### src/rtl/minimig_autoconfig_pkg.sv
// Shared definitions for the autoconfig chain: register indices, FSM states,
// slot addressing and the power-up descriptor contents.
package minimig_autoconfig_pkg;

    // Register indices (bus address bits [6:1])
    localparam logic [5:0] REG_TYPE    = 6'h00;
    localparam logic [5:0] REG_SIZE    = 6'h01;
    localparam logic [5:0] REG_BASE_Z3 = 6'h22;
    localparam logic [5:0] REG_BASE_HI = 6'h24;
    localparam logic [5:0] REG_BASE_LO = 6'h25;
    localparam logic [5:0] REG_SHUTUP  = 6'h26;

    typedef enum logic [1:0] {
        ST_IDLE    = 2'd0,
        ST_SCAN    = 2'd1,
        ST_PRESENT = 2'd2,
        ST_DONE    = 2'd3
    } ac_state_e;

    // First nybble address of a slot's 64-entry descriptor window
    function automatic int unsigned slot_base(input int unsigned slot);
        return slot * 64;
    endfunction

    // Power-up nybble of one descriptor register, stored as the bus value.
    // Only type and size are filled in; product/vendor fields stay 0xF
    // until firmware patches them.
    function automatic logic [3:0] desc_default(input logic [5:0] reg_idx, input logic is_z3);
        logic [3:0] nyb;
        nyb = 4'hF;
        case (reg_idx)
            REG_TYPE: nyb = is_z3 ? 4'hA : 4'hE;
            REG_SIZE: nyb = is_z3 ? 4'h4 : 4'h0;
            default:  nyb = 4'hF;
        endcase
        return nyb;
    endfunction

endpackage

### src/rtl/minimig_autoconfig_desc_ram.sv
// Descriptor nybble storage for all slots: one registered read port whose
// output holds until the next read, plus the firmware patch write port.
// Read-first: a patch to the address being read returns the old nybble.
module minimig_autoconfig_desc_ram
    import minimig_autoconfig_pkg::*;
#(
    parameter int                    NUM_BOARDS = 4,
    parameter logic [NUM_BOARDS-1:0] BOARD_Z3   = 4'b0110,
    parameter int                    AW         = 8
) (
    input  logic          clk,
    input  logic          reset,
    input  logic          re,
    input  logic [AW-1:0] ra,
    output logic [3:0]    dout,
    input  logic          we,
    input  logic [AW-1:0] wa,
    input  logic [3:0]    wd
);
    localparam int DEPTH = 2 ** AW;

    typedef logic [3:0] mem_t [DEPTH];

    // Build power-up contents: everything 0xF, then each slot's table
    function automatic mem_t init_table();
        mem_t t;
        for (int i = 0; i < DEPTH; i++) begin
            t[i] = 4'hF;
        end
        for (int s = 0; s < NUM_BOARDS; s++) begin
            for (int r = 0; r < 64; r++) begin
                t[slot_base(s) + r] = desc_default(6'(r), BOARD_Z3[s]);
            end
        end
        return t;
    endfunction

    // Contents survive reset; only the power-up value is defined here
    mem_t mem_reg = init_table();

    logic [3:0] dout_reg;

    // Patch port write
    always_ff @(posedge clk) begin
        if (we) begin
            mem_reg[wa] <= wd;
        end
    end

    // Registered read; output idles at 0xF (no board) after reset
    always_ff @(posedge clk) begin
        if (reset) begin
            dout_reg <= 4'hF;
        end else if (re) begin
            dout_reg <= mem_reg[ra];
        end
    end

    assign dout = dout_reg;

endmodule

### src/rtl/minimig_autoconfig_chain.sv
// Autoconfig chain controller: presents one enabled board at a time,
// serves descriptor reads, captures base/shut-up writes and walks the chain.
module minimig_autoconfig_chain
    import minimig_autoconfig_pkg::*;
#(
    parameter int                    NUM_BOARDS = 4,
    parameter logic [NUM_BOARDS-1:0] BOARD_Z3   = 4'b0110,
    parameter int                    AW         = 8
) (
    input  logic                          clk,
    input  logic                          reset,
    input  logic                          cfg_in,
    input  logic [NUM_BOARDS-1:0]         board_en,
    input  logic                          sel,
    input  logic                          rd,
    input  logic                          wr,
    input  logic [5:0]                    reg_a,
    input  logic [15:0]                   wdata,
    output logic [3:0]                    q,
    output logic                          q_valid,
    output logic                          active,
    output logic [$clog2(NUM_BOARDS)-1:0] cur_board,
    output logic [NUM_BOARDS-1:0]         configured,
    output logic [NUM_BOARDS-1:0]         shutup,
    output logic [NUM_BOARDS*16-1:0]      base,
    output logic                          cfg_done,
    input  logic                          patch_we,
    input  logic [AW-1:0]                 patch_a,
    input  logic [3:0]                    patch_d
);
    localparam int BW = $clog2(NUM_BOARDS);

    ac_state_e             state_reg, state_next;
    logic [BW-1:0]         cur_board_reg;
    logic [NUM_BOARDS-1:0] configured_reg;
    logic [NUM_BOARDS-1:0] shutup_reg;
    logic [15:0]           base_reg [NUM_BOARDS];
    logic [3:0]            pending_reg;
    logic [AW-1:0]         rd_addr_reg;
    logic                  rd_pend_reg;
    logic                  q_valid_reg;

    // cfg_in low behaves like reset for everything except descriptor contents
    logic clear;
    assign clear = reset | ~cfg_in;

    logic present, last_slot, cur_z3, wr_hit, rd_hit;
    logic do_lo, do_base_z2, do_base_z3, do_shut, advance, scan_skip;

    assign present    = (state_reg == ST_PRESENT);
    assign last_slot  = (cur_board_reg == BW'(NUM_BOARDS - 1));
    assign cur_z3     = BOARD_Z3[cur_board_reg];
    assign wr_hit     = present & sel & wr;
    assign rd_hit     = present & sel & rd & ~wr;   // write wins over read
    assign do_lo      = wr_hit & ~cur_z3 & (reg_a == REG_BASE_LO);
    assign do_base_z2 = wr_hit & ~cur_z3 & (reg_a == REG_BASE_HI);
    assign do_base_z3 = wr_hit &  cur_z3 & (reg_a == REG_BASE_Z3);
    assign do_shut    = wr_hit & (reg_a == REG_SHUTUP);
    assign advance    = do_base_z2 | do_base_z3 | do_shut;
    assign scan_skip  = (state_reg == ST_SCAN) & ~board_en[cur_board_reg] & ~last_slot;

    // State register
    always_ff @(posedge clk) begin
        if (clear) begin
            state_reg <= ST_IDLE;
        end else begin
            state_reg <= state_next;
        end
    end

    // Next-state logic: one slot tested per clock while scanning
    always_comb begin
        state_next = state_reg;
        case (state_reg)
            ST_IDLE:    if (cfg_in) state_next = ST_SCAN;
            ST_SCAN: begin
                if (board_en[cur_board_reg]) state_next = ST_PRESENT;
                else if (last_slot)          state_next = ST_DONE;
            end
            ST_PRESENT: if (advance) state_next = last_slot ? ST_DONE : ST_SCAN;
            ST_DONE:    state_next = ST_DONE;
            default:    state_next = ST_IDLE;
        endcase
    end

    // Outputs decoded from state
    always_comb begin
        active   = present;
        cfg_done = (state_reg == ST_DONE);
    end

    // Slot pointer, captured bases and per-slot status
    always_ff @(posedge clk) begin
        if (clear) begin
            cur_board_reg  <= '0;
            configured_reg <= '0;
            shutup_reg     <= '0;
            pending_reg    <= '0;
            for (int i = 0; i < NUM_BOARDS; i++) begin
                base_reg[i] <= '0;
            end
        end else begin
            if (scan_skip) begin
                cur_board_reg <= cur_board_reg + BW'(1);
            end
            if (advance) begin
                pending_reg <= '0;
                if (!last_slot) begin
                    cur_board_reg <= cur_board_reg + BW'(1);
                end
            end else if (do_lo) begin
                pending_reg <= wdata[15:12];
            end
            if (do_base_z2) begin
                base_reg[cur_board_reg]       <= {8'h00, wdata[15:12], pending_reg};
                configured_reg[cur_board_reg] <= 1'b1;
            end
            if (do_base_z3) begin
                base_reg[cur_board_reg]       <= wdata;
                configured_reg[cur_board_reg] <= 1'b1;
            end
            if (do_shut) begin
                shutup_reg[cur_board_reg] <= 1'b1;
            end
        end
    end

    // Read pipeline: address registered, then array read, then q_valid
    always_ff @(posedge clk) begin
        if (clear) begin
            rd_pend_reg <= 1'b0;
            rd_addr_reg <= '0;
            q_valid_reg <= 1'b0;
        end else begin
            rd_pend_reg <= rd_hit;
            if (rd_hit) begin
                rd_addr_reg <= {cur_board_reg, reg_a};
            end
            q_valid_reg <= rd_pend_reg;
        end
    end

    minimig_autoconfig_desc_ram #(
        .NUM_BOARDS (NUM_BOARDS),
        .BOARD_Z3   (BOARD_Z3),
        .AW         (AW)
    ) u_desc_ram (
        .clk   (clk),
        .reset (clear),
        .re    (rd_pend_reg),
        .ra    (rd_addr_reg),
        .dout  (q),
        .we    (patch_we),
        .wa    (patch_a),
        .wd    (patch_d)
    );

    for (genvar gi = 0; gi < NUM_BOARDS; gi++) begin : g_base
        assign base[gi*16 +: 16] = base_reg[gi];
    end

    assign q_valid    = q_valid_reg;
    assign cur_board  = cur_board_reg;
    assign configured = configured_reg;
    assign shutup     = shutup_reg;

endmodule

### config.mk
export PLATFORM = sky130hd
export DESIGN_NAME = minimig_autoconfig_chain
export DESIGN_NICKNAME = d
export VERILOG_FILES = /design/src/rtl/minimig_autoconfig_pkg.sv /design/src/rtl/minimig_autoconfig_desc_ram.sv /design/src/rtl/minimig_autoconfig_chain.sv
export SDC_FILE = /design/constraint.sdc
export NUM_CORES = 1
export LEC_CHECK = 0
export CAP_MARGIN = 5
export CORE_MARGIN = 2
export CORE_UTILIZATION = 56
export CTS_BUF_LIST = sky130_fd_sc_hd__clkbuf_4 sky130_fd_sc_hd__clkbuf_8
export DETAILED_ROUTE_END_ITERATION = 7
export PLACE_DENSITY = 0.72
export SLEW_MARGIN = 20
export SYNTH_ARGS = -nofsm -noshare
export SYNTH_HDL_FRONTEND = slang
export SYNTH_SLANG_ARGS = --single-unit
export TNS_END_PERCENT = 100
### constraint.sdc
create_clock -name clk -period 6.7 [get_ports clk]
set_input_delay 1.34 -clock clk [delete_from_list [all_inputs] [get_ports clk]]
set_output_delay 1.34 -clock clk [all_outputs]
set_load 0.005 [all_outputs]
---- After elaboration in Yosys (flattened, before gate mapping) ----
Memory sizes are Yosys's and may differ from the RTL's. A register that Yosys moved wholly into a read port is not among the register bits.
Cells that the tools add are included.
cells by class
  bitwise operators ....................... 24
  shift-type cells ........................ 0
  div/mod/pow operators ................... 0
  multiply operators ...................... 0
  multiplexer cells ....................... 32
  $add $sub $neg .......................... 1
  reductions and logical operators ........ 5
  order comparisons ....................... 2
  equality and inequality tests ........... 11
operator list
  operator                                                            count
  two-way mux 16 bit                                                  2
  equality test 6 bit (second input constant)                         4
  two-way mux 2 bit                                                   9
  OR reduction 16 bit                                                 1
  two-way mux 1 bit                                                   14
  AND 1 bit                                                           12
  two-way mux 4 bit                                                   3
  OR 4 bit                                                            3
  one-hot mux 2 bit (4 select lines)                                  1
  equality test 2 bit (second input constant)                         3
  NOT 1 bit                                                           5
  binary-select mux 1 bit (select 2 bit)                              2
  OR 1 bit                                                            4
  less-than comparator 2 x 3 -> 1 bit (second input constant)         1
  inequality test 3 x 2 -> 1 bit (second input constant)              1
  AND reduction 3 bit                                                 1
  adder 2 x 1 -> 2 bit (second input constant)                        1
  demux 1 bit (select 2 bit)                                          1
  equality test 2 x 1 -> 1 bit (second input constant)                1
  greater-or-equal comparator 2 x 1 -> 1 bit (second input constant)  1
  logical NOT 2 bit                                                   1
  inequality test 2 x 1 -> 1 bit (second input constant)              1
  inequality test 2 bit (second input constant)                       1
  OR reduction 2 bit                                                  1
  logical AND 1 bit                                                   1
word-level totals
  word-level logic and storage cells ...... 85
  memories ................................ 2
  bits in latches ......................... 0
  register bits after elaboration ......... 26
  bits in read-only memories .............. 0
  memory bits (writable) .................. 1088
memory list
  memory              words  bits a word  read ports  clocked after Yosys merged registers in  wr ports  RTL line                           RTL
  u_desc_ram.mem_reg  256    4            1           1                                        1         minimig_autoconfig_desc_ram.sv:39  mem_t mem_reg = init_table();
  base_reg            4      16           4           0                                        4         minimig_autoconfig_chain.sv:37     logic [15:0] base_reg [NUM_BOARDS];

---- Depth between registers and ports, before layout ----
Gate-level depths: netlist of run 1.
  word-level depth ........................ 11
  mapped depth ............................ 12
  depth with buffers taken out ............ 8

---- By module ----
A second synthesis of run 1 with hierarchy kept.
unflattened totals
  cells, all modules ...................... 2461
  area, all modules ....................... 44746.7 um^2
modules (own cells, without submodules)
  module                       times used  area each (um^2)  seq. area each (um^2)  cells each
  minimig_autoconfig_desc_ram  1           40920.5           30829.6                2171
  minimig_autoconfig_chain     1           3826.2            2442.3                 290

---- Worst setup path after synthesis of run 1 ----
No wires, ideal clock.
  path kind ............................... input to register
  start ................................... input port sel
  end ..................................... memory base_reg[1][0], enable pin
  path slack .............................. 3.133 ns
  stages .................................. 7
  arrival time ............................ 3.196 ns
  required time ........................... 6.328 ns
  path through ............................ nand3b_1 > or4_1 > nor3_1 > buf_2 > nand4_1 > buf_2 > nand2_1
RTL lines
  element             RTL line                        RTL
  start: declaration  minimig_autoconfig_chain.sv:14  input logic sel,
  end: declaration    minimig_autoconfig_chain.sv:37

==> results of run 1 <==
## final cells by class
cell class	count	area, um2	area share
Clock buffer	232	2870	0.0578
Multi-Input combinational cell	1114	10200	0.205
Timing Repair Buffer	157	1600	0.0322
Tap cell	1050	1310	0.0265
Antenna cell	3	7.51	0.000151
Clock inverter	68	353	0.00711
Sequential cell	1118	33300	0.670
Inverter	15	56.3	0.00113
## synthesized netlist by cell type (all sizes together) (3+ instances only)
cell and n:
o221ai 30, nor2b 17, a211oi 16, o211ai 5, o311ai 3, o21bai 3
o22ai 44, a22oi 8, mux2 20, o32ai 3, edfxtp 1088, or2 3
nor2 366, mux4 213, nor3b 3, buf 75, nand3 24, and3 4
a31oi 3, o31ai 3, nand4 7, ha 6, nand3b 3, mux2i 140
or3b 3, a22o 7, nor4 8, inv 15, nor3 10, nand2 66
and2 14, clkbuf 70, o21ai 9, dfxtp 30, a21oi 33, a2111oi 7
nand2b 7, or3 4
## through the flow
step | instances | hold WS (ps) | total power, mW | utilization
3_3_place_gp | 3454 | 467 | 8.10 | 0.590
2_1_floorplan | 2392 | 460 | 7.91 | -
6_report | 3757 | 482 | 13.3 | 0.631
3_5_place_dp | 3454 | 467 | 8.11 | 0.590
4_1_cts | 3754 | 482 | 13.4 | 0.630
5_1_grt | 3755 | 525 | 13.7 | 0.631
## where the power goes
| part | total (mW) | leakage (nW) | internal, mW | switching (mW) |
|---|---|---|---|---|
| combinational | 0.257 | 3.12 | 0.0710 | 0.186 |
| sequential | 7.71 | 10.2 | 7.70 | 0.0105 |
| clock | 5.33 | 1.72 | 2.81 | 2.53 |
## path summary, 6_finish.rpt
check             slack [ps]                         from                         endpoint
setup reg to reg        2940  rd_addr_reg[1]$_SDFFE_PP0P_  u_desc_ram.dout[0]$_SDFFE_PP1P_
hold reg to reg          480     configured[0]$_SDFF_PP0_         configured[0]$_SDFF_PP0_
hold / removal           480     configured[0]$_SDFF_PP0_         configured[0]$_SDFF_PP0_
setup / recovery        2860                          sel     base_reg[2][0]$_SDFFCE_PN0P_
## critical path, stage by stage
cell             delay (ps)
clkdlybuf4s50_1         470
nand3b_1                100
or4_1                   550
nor3_1                  220
buf_4                   220
nand4_1                 570
nand2_1                 790
## cell usage in the layout (no fill, tap or decap), types with 5 or more instances in the layout
cell             count
o221ai_1            30
a22oi_1              8
nor4_1               8
o21ai_0              9
o211ai_1             5
a211oi_1            16
nor2b_1             17
clkinv_1            32
ha_1                 6
o22ai_1             44
buf_4               24
edfxtp_1          1088
clkinvlp_4           5
nor3_1              10
mux4_2             213
dfxtp_1             27
nand4_1              6
clkbuf_4            52
inv_1               14
nor2_1             366
a2111oi_0            6
nand2b_1             6
nand3_1             24
a22o_1               7
clkbuf_8           180
and2_1              14
buf_12               8
clkinv_2            26
mux2_2              20
mux2i_1            140
clkdlybuf4s50_1    121
nand2_1             64
a21oi_1             33
## cells by family after synthesis
logic type      Yosys count  synth area share
xor+xnor                  1          0.000197
flops                  1118             0.750
buf+inv                 160            0.0208
mux                     373             0.145
compound gates          186            0.0295
fa+ha+maj                 6           0.00169
simple gates            548            0.0529
## layer usage
layer	up-vias	wire, um	track usage
met5	-	11	0
met4	2	3880	0.106
li1	9966	-	-
met3	214	10200	0.0542
met1	12200	40400	0.363
met2	1418	49800	0.403
==> results_dict.tcl, run 1 <==
set metrics [dict create \
    wire_per_inst_um 27.7 \
    syn-instance-count 2392 \
    die_h_um 285 \
    skew_ps 24.6 \
    clk_pin_slew_ps 60 \
    ctsResizeCount 0 \
    critPathKind "in2reg" \
    finalHoldViolations 0 \
    drive_above_1_share 0.204 \
    synth_area_leaders "edfxtp_1, mux4_2, mux2i_1" \
    setup_viol 0 \
    period_needed_ps 3840 \
    clk_path_buf_depth 3 \
    synth_edf_count 1088 \
    gp_congestion 0.873 \
    p_per_area_nw_per_um2 268 \
    synth_warnings 0 \
    end_kind "register" \
    design.core.area_um2 78700 \
    start_util 0.563 \
    largest_reg_flops 1024 \
    chipWidth_um 285 \
    num_vias 23800 \
    die_area_um2 81500 \
    rows 103 \
    rsz0062_at_grt "false" \
    leakagePower_nw 15.0 \
    hp-class "reg2reg" \
    synth_area_per_cell_um2 18.5 \
    relSlewSlack 0.154 \
    async_flop_share 0 \
    drt_first_iter_violations 2819 \
    nNetsFinal 2626 \
    postRouteAntennaNets 0 \
    totalWireLength_um 104000 \
    synth-seq-area-share 0.750 \
    grt_max_degree 206 \
    ir_worst_vdd_uv 166 \
    syn-num-nets 2443 \
    areaGrowthSynthToFinish_pct 11.9 \
    setup_slack_ps 2860 \
    netlist_area_um2 44400 \
    overflow 0 \
    r2r_cells 6 \
    slew_violations 0 \
    grt_pass1_vias 24000 \
    io_pins 126 \
    ys_seq_elements 1118 \
    dpl_cell_area_um2 46400 \
    crit_path_max_fanout 17 \
    fin_crit_sh 0.573 \
    root_buffer "clkbuf_8" \
    postCtsHoldBufs 0 \
    tightest_slew_ps 1270 \
    cp.arrival_ps 4260 \
    fmax_mhz 260 \
    fillers 5292 \
    post-cts-setup-buffers 0 \
    synthFlopType "edfxtp_1" \
    grt.total_usage 0.259 \
    setup_tns_ps 0 \
    whs_path_depth 2 \
    status "finished clean" \
    dp_hpwl_um 63500 \
    htree_levels 4 \
    cts_sinks 1118 \
    avgViaCountPerCell 6.33 \
    drv_cap 0 \
    dp_worst_setup_slack_ps 2070 \
    grt_pass1_wl_um 155000 \
    antenna_found_initial 3 \
    insertion_delay_ps 810 \
    port_buffers 125 \
    startpoint_type "input pin" \
    firstDrtPassIters 5 \
    postLayoutCellArea_um2 49700 \
    required_ps 7120 \
    yosys.area.top_type "edfxtp_1" \
    yosysUniqueCellTypes 63 \
    drc 0 \
    yosysTopAreaCellShare 0.737 \
    cts_tree "yes" \
    cts_buffers 169 \
]
(Power assumes the default switching activity.)
==> run 2, diff against run 1 <==
Clock period 6.7 ns to 3.9 ns, I/O delays scaled along.
==> results_dict.tcl, run 2 (synthesis results as in run 1) <==
set metrics [dict create \
    grt_max_degree 111 \
    drv_cap 0 \
    drc 0 \
    worstPathCellList "buf_4 -> nand2_1 -> buf_4 -> o221ai_1 -> o32ai_1 -> a2111oi_1 -> nand3_1 -> o211ai_1" \
    finalHoldViolations 0 \
    ctsResizeCount 0 \
    cts_sinks 1118 \
    gp_congestion 0.884 \
    cp_common_cell "buf_4" \
    postLayoutCellArea_um2 50400 \
    dpl_cell_area_um2 47100 \
    layout_commonest_cell "edfxtp_1" \
    crit_path_max_fanout 35 \
    cts_tree "yes" \
    fmax_mhz 296 \
    postCtsHoldBufs 0 \
    cts_buffers 168 \
    setup_tns_ps 0 \
    p_per_area_nw_per_um2 460 \
    overflow 0 \
    largest_reg_flops 1024 \
    ir_worst_vdd_uv 339 \
    clk_pin_slew_ps 60 \
    start_util 0.563 \
    path_buf_inv 2 \
    stdcell_count 3828 \
    required_ps 4630 \
    startpoint_type "register" \
    period_needed_ps 3380 \
    slew_violations 0 \
    firstDrtPassIters 6 \
    hp-class "in2reg" \
    layout_common_cells "edfxtp_1, nor2_1, mux4_2" \
    num_vias 24000 \
    insertion_delay_ps 820 \
    p_total_mw 23.2 \
    relSlewSlack 0.413 \
    drt_first_iter_violations 2978 \
    critPathKind "reg2reg" \
    dp_hpwl_um 68700 \
    avgViaCountPerCell 6.26 \
    io_pins 126 \
    cpMaxStageDelayCell "dfxtp_4" \
    setup_slack_ps 518 \
    post-cts-setup-buffers 0 \
    postRouteAntennaNets 0 \
    grt.total_usage 0.264 \
    reg2reg_setup_slack_ps 520 \
    nNetsFinal 2699 \
    antenna_found_initial 3 \
    root_buffer "clkbuf_8" \
    tightest_slew_ps 877 \
    fin_util 0.640 \
    design.core.area_um2 78700 \
    grt_pass1_vias 24400 \
    cp.arrival_ps 4110 \
    grt_pass1_wl_um 157000 \
    port_buffers 125 \
    htree_levels 4 \
    die_h_um 285 \
    die_area_um2 81500 \
    rsz0062_at_grt "false" \
    leakagePower_nw 15.4 \
    clk_path_buf_depth 3 \
    totalWireLength_um 106000 \
    drive_above_1_share 0.221 \
    status "finished clean" \
    setup_viol 0 \
    end_kind "register" \
    chipWidth_um 285 \
    areaGrowthSynthToFinish_pct 13.6 \
    dp.cells 3528 \
    critical_path.max_stage_delay_ps 810 \
    rows 103 \
    wire_per_inst_um 27.6 \
    dp_worst_setup_slack_ps 468 \
    cp_top_family "compound AO/OA/AOI/OAI gates" \
    fin_crit_sh 0.867 \
    skew_ps 27.6 \
    worst_hold_slack_ps 452 \
]
[run 2: changes by cell type in the layout (fill, tap and decap cells not counted), moves of 2 or more]
| cell | change |
|---|---|
| buf_12 | +8 |
| buf_4 | +66 |
| bufinv_16 | +6 |
| clkbuf_4 | -7 |
| clkbuf_8 | -6 |
| clkinv_1 | +7 |
| clkinv_2 | -13 |
| clkinvlp_4 | +5 |
| inv_8 | +4 |
| nand2_1 | +2 |
| nand2_2 | -2 |
[run 2: power by group]
group | switching [mW] | internal [mW]
Clock | 4.41 | 5.06
Sequential | 0.0199 | 13.2
Combinational | 0.324 | 0.142
Total | 4.76 | 18.4
[run 2: worst paths after layout]
check / from / end / cells past startpoint
worst min register to register: shutup[1]$_SDFFE_PP0P_ / shutup[1]$_SDFFE_PP0P_ / 2
worst min-delay path: patch_d[2] / u_desc_ram.mem_reg[2][2]$_DFFE_PP_ / 1
worst max register to register: rd_addr_reg[1]$_SDFFE_PP0P_ / u_desc_ram.dout[1]$_SDFFE_PP1P_ / 8
worst max-delay path: rd_addr_reg[1]$_SDFFE_PP0P_ / u_desc_ram.dout[1]$_SDFFE_PP1P_ / 8
[run 2: routing by layer]
metal / GRT usage / share of wire / wire, um
met4: 0.0895 / 0.029 / 3090
met5: 0 / 0.000076 / 8
met2: 0.415 / 0.48 / 50900
met1: 0.364 / 0.38 / 40600
met3: 0.0689 / 0.10 / 10900
[run 2: cell type report]
| type | count | area [um2] |
|---|---|---|
| Sequential cell | 1118 | 33300 |
| Tap cell | 1050 | 1310 |
| Inverter | 15 | 56.3 |
| Multi-Input combinational cell | 1114 | 10200 |
| Clock buffer | 219 | 2730 |
| Clock inverter | 78 | 586 |
| Antenna cell | 3 | 7.51 |
| Fill cell | 5246 | 28300 |
| Timing Repair Buffer | 231 | 2250 |
[run 2: worst reg2reg max path, delay by kind of cell, from the launching register on]
kind,cells,cell delay [ps]
and+or+nand+nor,2,270
AOI/OAI and AO/OA,4,1590
DFF,1,810
buffers and inverters,2,610
